### src/rtl/decoder_nto2n_seq_if.sv
// Bus bundle for decoder_nto2n_seq: control, address and dwell in; decode and status out.
interface decoder_nto2n_seq_if #(
    parameter int N       = 3,
    parameter int DWELL_W = 4
);
    logic                 EN;
    logic                 MODE;
    logic                 START;
    logic [N-1:0]         A;
    logic [DWELL_W-1:0]   DWELL;
    logic [(2**N)-1:0]    D;
    logic                 BUSY;
    logic                 DONE;

    modport master (
        output EN, MODE, START, A, DWELL,
        input  D, BUSY, DONE
    );

    modport slave (
        input  EN, MODE, START, A, DWELL,
        output D, BUSY, DONE
    );
endinterface

### src/rtl/decoder_nto2n_seq.sv
// N-to-2^N decoder with a direct mode and a timed scan mode.
//
// state  | meaning
// IDLE   | outputs inactive, waiting for a direct request or a scan start
// DIRECT | D follows one-hot of A with one cycle of latency
// SCAN   | walking 2^N indices from the captured start, DWELL+1 cycles each
module decoder_nto2n_seq #(
    parameter int N       = 3,
    parameter int DWELL_W = 4
) (
    input  logic                 CLK,
    input  logic                 RST_N,
    decoder_nto2n_seq_if.slave   bus
);
    localparam int W = 2**N;
    localparam logic [N:0] LAST_STEP = (N+1)'(W - 1);

    typedef enum logic [1:0] {
        IDLE   = 2'd0,
        DIRECT = 2'd1,
        SCAN   = 2'd2
    } state_t;

    state_t               state_q, state_d;
    logic [N-1:0]         idx_q, idx_d;
    logic [DWELL_W-1:0]   dwell_cnt_q, dwell_cnt_d;
    logic [DWELL_W-1:0]   dwell_rld_q, dwell_rld_d;
    logic [N:0]           step_q, step_d;
    logic [W-1:0]         d_q, d_d;
    logic                 busy_q, busy_d;
    logic                 done_q, done_d;

    function automatic logic [W-1:0] onehot(input logic [N-1:0] i);
        return W'(1) << i;
    endfunction

    // State, counters and registered outputs; reset is synchronous and dominant.
    always_ff @(posedge CLK) begin
        if (!RST_N) begin
            state_q     <= IDLE;
            idx_q       <= '0;
            dwell_cnt_q <= '0;
            dwell_rld_q <= '0;
            step_q      <= '0;
            d_q         <= '0;
            busy_q      <= 1'b0;
            done_q      <= 1'b0;
        end else begin
            state_q     <= state_d;
            idx_q       <= idx_d;
            dwell_cnt_q <= dwell_cnt_d;
            dwell_rld_q <= dwell_rld_d;
            step_q      <= step_d;
            d_q         <= d_d;
            busy_q      <= busy_d;
            done_q      <= done_d;
        end
    end

    // Next-state and next-output decision; EN beats MODE, MODE beats scan progress.
    always_comb begin
        state_d     = state_q;
        idx_d       = idx_q;
        dwell_cnt_d = dwell_cnt_q;
        dwell_rld_d = dwell_rld_q;
        step_d      = step_q;
        d_d         = '0;
        busy_d      = 1'b0;
        done_d      = 1'b0;

        if (!bus.EN) begin
            state_d = IDLE;
        end else if (!bus.MODE) begin
            state_d = DIRECT;
            d_d     = onehot(bus.A);
        end else if (state_q == SCAN) begin
            if (dwell_cnt_q == '0) begin
                if (step_q == LAST_STEP) begin
                    state_d = IDLE;
                    done_d  = 1'b1;
                end else begin
                    idx_d       = idx_q + N'(1);
                    step_d      = step_q + (N+1)'(1);
                    dwell_cnt_d = dwell_rld_q;
                    d_d         = onehot(idx_d);
                    busy_d      = 1'b1;
                end
            end else begin
                dwell_cnt_d = dwell_cnt_q - DWELL_W'(1);
                d_d         = onehot(idx_q);
                busy_d      = 1'b1;
            end
        end else if (bus.START) begin
            state_d     = SCAN;
            idx_d       = bus.A;
            dwell_cnt_d = bus.DWELL;
            dwell_rld_d = bus.DWELL;
            step_d      = '0;
            d_d         = onehot(bus.A);
            busy_d      = 1'b1;
        end else begin
            state_d = IDLE;
        end
    end

    assign bus.D    = d_q;
    assign bus.BUSY = busy_q;
    assign bus.DONE = done_q;
endmodule

### src/flat_wrapper.sv
// flat-port wrapper written by rule: the top's interface ports become plain ports
module decoder_nto2n_seq_flat 
#(
    parameter int N       = 3,
    parameter int DWELL_W = 4
)
  (CLK, RST_N, bus_EN, bus_MODE, bus_START, bus_A, bus_DWELL, bus_D, bus_BUSY, bus_DONE);
  decoder_nto2n_seq_if #(.N(N), .DWELL_W(DWELL_W)) bus_i ();
  input  logic CLK;
  input  logic RST_N;
  input wire logic [$bits(bus_i.EN)-1:0] bus_EN;
  input wire logic [$bits(bus_i.MODE)-1:0] bus_MODE;
  input wire logic [$bits(bus_i.START)-1:0] bus_START;
  input wire logic [$bits(bus_i.A)-1:0] bus_A;
  input wire logic [$bits(bus_i.DWELL)-1:0] bus_DWELL;
  output wire logic [$bits(bus_i.D)-1:0] bus_D;
  output wire logic [$bits(bus_i.BUSY)-1:0] bus_BUSY;
  output wire logic [$bits(bus_i.DONE)-1:0] bus_DONE;
  assign bus_i.EN = bus_EN;
  assign bus_i.MODE = bus_MODE;
  assign bus_i.START = bus_START;
  assign bus_i.A = bus_A;
  assign bus_i.DWELL = bus_DWELL;
  assign bus_D = bus_i.D;
  assign bus_BUSY = bus_i.BUSY;
  assign bus_DONE = bus_i.DONE;
  decoder_nto2n_seq #(.N(N), .DWELL_W(DWELL_W)) u_core (.CLK(CLK), .RST_N(RST_N), .bus(bus_i));
endmodule
### config.mk
export PLATFORM = sky130hd
export DESIGN_NAME = decoder_nto2n_seq_flat
export DESIGN_NICKNAME = d
export VERILOG_FILES = /design/src/rtl/decoder_nto2n_seq_if.sv /design/src/rtl/decoder_nto2n_seq.sv /design/src/flat_wrapper.sv
export SDC_FILE = /design/constraint.sdc
export NUM_CORES = 1
export LEC_CHECK = 0
export ABC_AREA = 1
export CELL_PAD_IN_SITES_DETAIL_PLACEMENT = 0
export CELL_PAD_IN_SITES_GLOBAL_PLACEMENT = 1
export CORE_MARGIN = 3
export CORE_UTILIZATION = 35
export DETAILED_ROUTE_END_ITERATION = 8
export PLACE_DENSITY_LB_ADDON = 0.1
export SLEW_MARGIN = 20
export SYNTH_ARGS = -nofsm -noshare
export SYNTH_HDL_FRONTEND = slang
export SYNTH_SLANG_ARGS = --single-unit
### constraint.sdc
create_clock -name CLK -period 1.4 [get_ports CLK]
set_input_delay 0.14 -clock CLK [delete_from_list [all_inputs] [get_ports CLK]]
set_output_delay 0.14 -clock CLK [all_outputs]
set_load 0.05 [all_outputs]
# Word level (Yosys, flattened, before mapping)
# Index checks and enable logic that the tools add are counted.
# op_classes
shifts	3
reduce_logical	10
multipliers	0
n_lt_le_gt_ge	0
addsub	3
muxes	27
bitwise	1
n_div	0
eq_ne	8
# op_table
op	n
$mux 8	5
$mux 4	8
$shl 1x3->8 const A	3
$mux 3	4
$reduce_and 5->1	2
$ne 3x3->1 const B	3
$mux 2	4
$reduce_and 4->1	2
$mux 1	6
$ne 2x2->1 const B	3
$reduce_and 2->1	3
$add 4x1->4 const B	1
$eq 4x3->1 const B	1
$logic_not 4->1	1
$sub 4x1->4 const B	1
$add 3x1->3 const B	1
$reduce_and 3->1	1
$eq 2x2->1 const B	1
$reduce_bool 2->1	1
$not 1->1	1
# totals
ff_bits	27
rom_bits	0
latchBits	0
ram_bits	0
n_memories	0
wordCells	61

# Logic depth before layout (Yosys ltp)
# Gate-level depths: netlist of run 1.
# logic_depth
ltp_word	6
ltp_mapped	10
ltp_nobuf	10

# Worst setup path after synthesis of run 1
# OpenSTA, ideal clock, no wires.
# synth_path
path_type	register to register
startpoint	reg u_core.idx_q[0]
endpoint	reg u_core.d_q[4] (netlist: u_core.bus.D[4])
period_less_slack_ns	1.440
stages_incl_launch_ff	9
arrival_time_ns	1.369
slack_ns	-0.040
path_buffers	1
path_cell_list	dfxtp_1 ha_1 ha_1 buf_2 nor2_1 nand3_1 o21ai_0 nand2_1 a21oi_1
# synth_via
elab_chain_len	6
elab_cells_between_ends	7
# synth_lines
element	line	rtl
start, declared	decoder_nto2n_seq.sv:25	logic [N-1:0] idx_q, idx_d;
start signal, assigned	decoder_nto2n_seq.sv:50	idx_q <= idx_d;
$add 3x1->3	decoder_nto2n_seq.sv:82	idx_d = idx_q + N'(1);
$shl 1x3->8	decoder_nto2n_seq.sv:34	return W'(1) << i;
$mux 8	decoder_nto2n_seq.sv:78	if (step_q == LAST_STEP) begin
$mux 8 *	decoder_nto2n_seq.sv:77	if (dwell_cnt_q == '0) begin
$mux 8 *	decoder_nto2n_seq.sv:76	end else if (state_q == SCAN) begin
$mux 8 *	decoder_nto2n_seq.sv:73	end else if (!bus.MODE) begin
end signal, assigned	decoder_nto2n_seq.sv:45	d_q <= '0;
end signal, assigned	decoder_nto2n_seq.sv:54	d_q <= d_d;
end, declared	decoder_nto2n_seq.sv:29	logic [W-1:0] d_q, d_d;
# Mark *: on every way between the ends. The rest lies on a longest branch, timed or not.
# A chain may end at the register's enable or synchronous reset.

# Worst setup path after layout of run 1
# layout_path
startpoint	reg u_core.idx_q[1]
endpoint	reg u_core.idx_q[2]
# layout_via
elab_chain_len	4
# layout_lines
element	line
$add 3x1->3	decoder_nto2n_seq.sv:82
$mux 3	decoder_nto2n_seq.sv:78
$mux 3	decoder_nto2n_seq.sv:77
$mux 3	decoder_nto2n_seq.sv:76
# No other way between the ends. The select of a mux whose other input is x is not followed.

==> reports/metrics.csv, run 1 <==
stage,metric,value,unit
grt,global route overflow,0,
cts,"CTS clk-pin slew, worst paths",0.10,ns
placed_design,final estimated routing congestion in global placement,0.7924,
yosys,most common cell in the netlist,nand2_1,
critical_path,Max stage delay on crit path,0.35,ns
floorplanning,Die ar.,0.005594,mm²
yosys,Yosys Warn Count,0,
finish,design area,0.002202,mm²
critical_path,"critical path fanouts, max",6,
critical_path,RR Startpoint,u_core.idx_q[1]$_SDFFE_PN0P_,
critical_path,CP Cell Sequence,ha_4 -> ha_4 -> buf_6 -> o21ai_1 -> nand3_1 -> a21oi_2,
critical_path,CP top delay family,adder cells,
floorplanning,core area,0.004474,mm²
critical_path,Critical Path Sink Type,flop,
yosys,library cells used by synthesis,21,
placed_design,"Cell Area, Placed",0.002023,mm²
yosys,"Seq/Total Area, Yosys",32.63,%
worst_hold_path,Min-Delay Path Class,flop to flop,
cts,Sink Count,27,
floorplanning,Starting Density,37.02,%
critical_path,CP Buf/Inv Count,1,
critical_path,Reg2Reg Depth,6,
drt,# DRC,0,
cts,Skew-Pair Late Insertion Delay,0.27,ns
drt,vias per cell,4.697,
cts,# hold bufs at CTS,0,
sta,clock skew,0.002246,ns
sta,achievable frequency,722.8,MHz
grt,largest net degree at the start of global routing,15,
pwr,Tot Pwr,1.667,mW
critical_path,slowest CP cell,dfxtp_2,
floorplanning,Die H,74.80,µm
drt,DR WL/cell,12.17,µm
sta,Final Max Slew Viols,0,
sta,Final WS setup,0.01650,ns
pwr,pwr/cell area,757.2,mW/mm²
grt,total track usage,14.66,%
drt,antenna-violating nets left,0,
yosys,net count after synthesis,257,
floorplanning,FP Rows,24,
yosys,syn avg cell area,7.019,µm²
pwr,VDD IR-drop max,0.3757,mV
cts,CTS tree,yes,
drt,WL final,4053,µm
pwr,Static Leak,0.9815,nW
grt,initial antenna violation count,0,
critical_path,worst setup path class,flop to flop,
cts,clk root buf,clkbuf_8,
yosys,number of synthesized flops with an enable pin,0,
yosys,Seq cells post-synth,27,
run,MaxCap Viol Count,0,
finish,Layout Nets,303,
placed_design,I/O Buffers,21,
outcome,outcome,"finished, final reports clean",
worst_hold_path,hold path cells,2,
sta,hold slack,0.4555,ns
critical_path,R2R setup slack,0.02,ns
critical_path,crit path from,u_core.idx_q[1]$_SDFFE_PN0P_,
drt,iteration-0 DRC count of the detailed router,92,
floorplanning,I/O Pins,22,
yosys,Mapped Area,0.001657,mm²
yosys,top cell type's share of synthesized area,32.63,%
floorplanning,Die W,74.80,µm
sta,Fin. Hold Viols,0,
yosys,ys async rst share,0,%
sta,fin crit share,98.82,%
cts,H-tree depth,1,
yosys,Yosys top cell by area,dfxtp_1,
critical_path,CP startpoint kind,flop,
critical_path,worst endpoint required time,1.62,ns
yosys,most area-consuming cells after synthesis,"dfxtp_1, nand2_1, nand3_1",
cts,CTS buffer count,3,
sta,worst-margin pin slew,0.3424,ns
grt,first-pass GRT wire length,6375,µm
cts,CTS Buffer Depth,2,
sta,Slew HR,77.12,%
placed_design,dpl ws,-0.1084,ns
finish,share of layout cells above drive strength 1,26.69,%
yosys,Synth top cells by count,"nand2_1, inv_1, dfxtp_1",
critical_path,CP dominant cell by count,ha_4,
grt,vias in the first global route,1336,
sta,RSZ-0062 raised after global routing,yes,
finish,ANT cells,0,
critical_path,RR Endpoint,u_core.idx_q[2]$_SDFFE_PN0P_,
drt,routed vias,1564,
placed_design,Post-DP HPWL,2915,µm
critical_path,Critical Path Sink,u_core.idx_q[2]$_SDFFE_PN0P_,
finish,area grow syn2layout,32.93,%
critical_path,Crit path arrival time,1.60,ns
sta,# setup viols final,0,
critical_path,CP Depth,6,
drt,first drt pass iteration count,4,
yosys,"Top FF cell, synth",dfxtp_1,
yosys,Gate Count Post-Synth,236,
sta,crit path time final,1.383,ns
-- routing by layer --
metal / share of wire (%) / vias up / GRT usage, %
met5: 0 / - / 0
met4: 1.0 / 0 / 4.150
met3: 4.3 / 5 / 2.003
met2: 42 / 27 / 20.98
met1: 53 / 680 / 22.67
li1: - / 852 / -
-- worst register-to-register path: stages (launching register included) --
cell and delay [ns]:
dfxtp_2 0.35, ha_4 0.17, ha_4 0.24, buf_6 0.13
o21ai_1 0.17, nand3_1 0.12, a21oi_2 0.15
-- how the worst min path moves through the flow --
stage                     slack (ns)                               start                            endpoint
final                           0.46  u_core.dwell_rld_q[3]$_SDFFE_PN0P_  u_core.dwell_rld_q[3]$_SDFFE_PN0P_
after global routing            0.47  u_core.dwell_rld_q[1]$_SDFFE_PN0P_  u_core.dwell_rld_q[1]$_SDFFE_PN0P_
after CTS                       0.46  u_core.dwell_rld_q[3]$_SDFFE_PN0P_  u_core.dwell_rld_q[3]$_SDFFE_PN0P_
after detailed placement        0.44  u_core.dwell_rld_q[3]$_SDFFE_PN0P_  u_core.dwell_rld_q[3]$_SDFFE_PN0P_
after global placement          0.44  u_core.dwell_rld_q[3]$_SDFFE_PN0P_  u_core.dwell_rld_q[3]$_SDFFE_PN0P_
after floorplan                 0.21                            bus_MODE      u_core.state_q[0]$_SDFFE_PN0P_
-- power by group --
group | switching [mW] | internal [mW] | total, mW
sequential | 0.0176 | 0.792 | 0.809
combinational | 0.231 | 0.169 | 0.400
clock | 0.254 | 0.204 | 0.458
total | 0.503 | 1.16 | 1.67
-- sequential cells by signal, summed over array words and instances, names as in the netlist --
name                cells
u_core.bus.D            8
u_core.dwell_cnt_q      4
u_core.dwell_rld_q      4
u_core.step_q           4
u_core.idx_q            3
u_core.state_q          2
u_core.bus.BUSY         1
u_core.bus.DONE         1
-- metrics by stage --
stage / setup TNS (ns) / util (%) / std cells
final: 0 / 49.22 / 333
after global routing: -0.1762 / 49.22 / 333
after CTS: 0 / 46.98 / 329
after detailed placement: -0.6824 / 45.22 / 325
after global placement: -0.8455 / 45.22 / 325
after floorplan: 0 / - / 236
-- cells by family after synthesis --
kind of cell	count (synthesis)	share of synthesized area (%)
and+or+nand+nor	128	39.58
buffers and inverters	38	10.04
AOI/OAI and AO/OA	34	10.95
DFF	27	32.63
adders and majority gates	9	6.798
-- layout by cell type, fill, tap and decap left out, types with 3 or more instances in the layout --
cell type,netlist,layout
nand2_1,56,55
buf_4,0,31
inv_1,31,29
nand3_1,24,23
dfxtp_1,27,23
nor2_1,20,18
a21oi_1,20,16
clkdlybuf4s50_1,0,11
nand4_1,9,9
nand2_4,7,8
o21ai_0,13,8
inv_2,3,5
o21ai_1,0,4
a21oi_2,0,4
ha_1,9,4
dfxtp_2,0,4
nor2_2,2,3
nand3b_1,3,3
ha_4,0,3
clkbuf_8,0,3
-- cell type report --
| type | instances | area (µm²) |
|---|---|---|
| Tap cell | 52 | 65.06 |
| Multi-Input combinational cell | 171 | 1033 |
| Timing Repair Buffer | 45 | 385.4 |
| Fill cell | 476 | 2272 |
| Clock buffer | 4 | 45.04 |
| Sequential cell | 27 | 545.5 |
| Inverter | 34 | 127.6 |
-- what timing repair did --
action,CTS,global route
pin swaps,1,10
setup buffers,0,3
endpoints found under the setup margin,14,19
gates cloned,0,1
gates resized for setup,6,26
(Power assumes the default switching activity.)
==> run 2: changes to the inputs <==
Settings changed: GPL_ROUTABILITY_DRIVEN from default to 0.
==> results of run 2 <==
Same layout as run 1: the final DEF is identical, and so are final timing and power.
==> run 3: changes to the inputs <==
Settings changed: CTS_CLUSTER_SIZE from default to 24.
==> results of run 3 <==
Same layout as run 1: the final DEF is identical, and so are final timing and power.
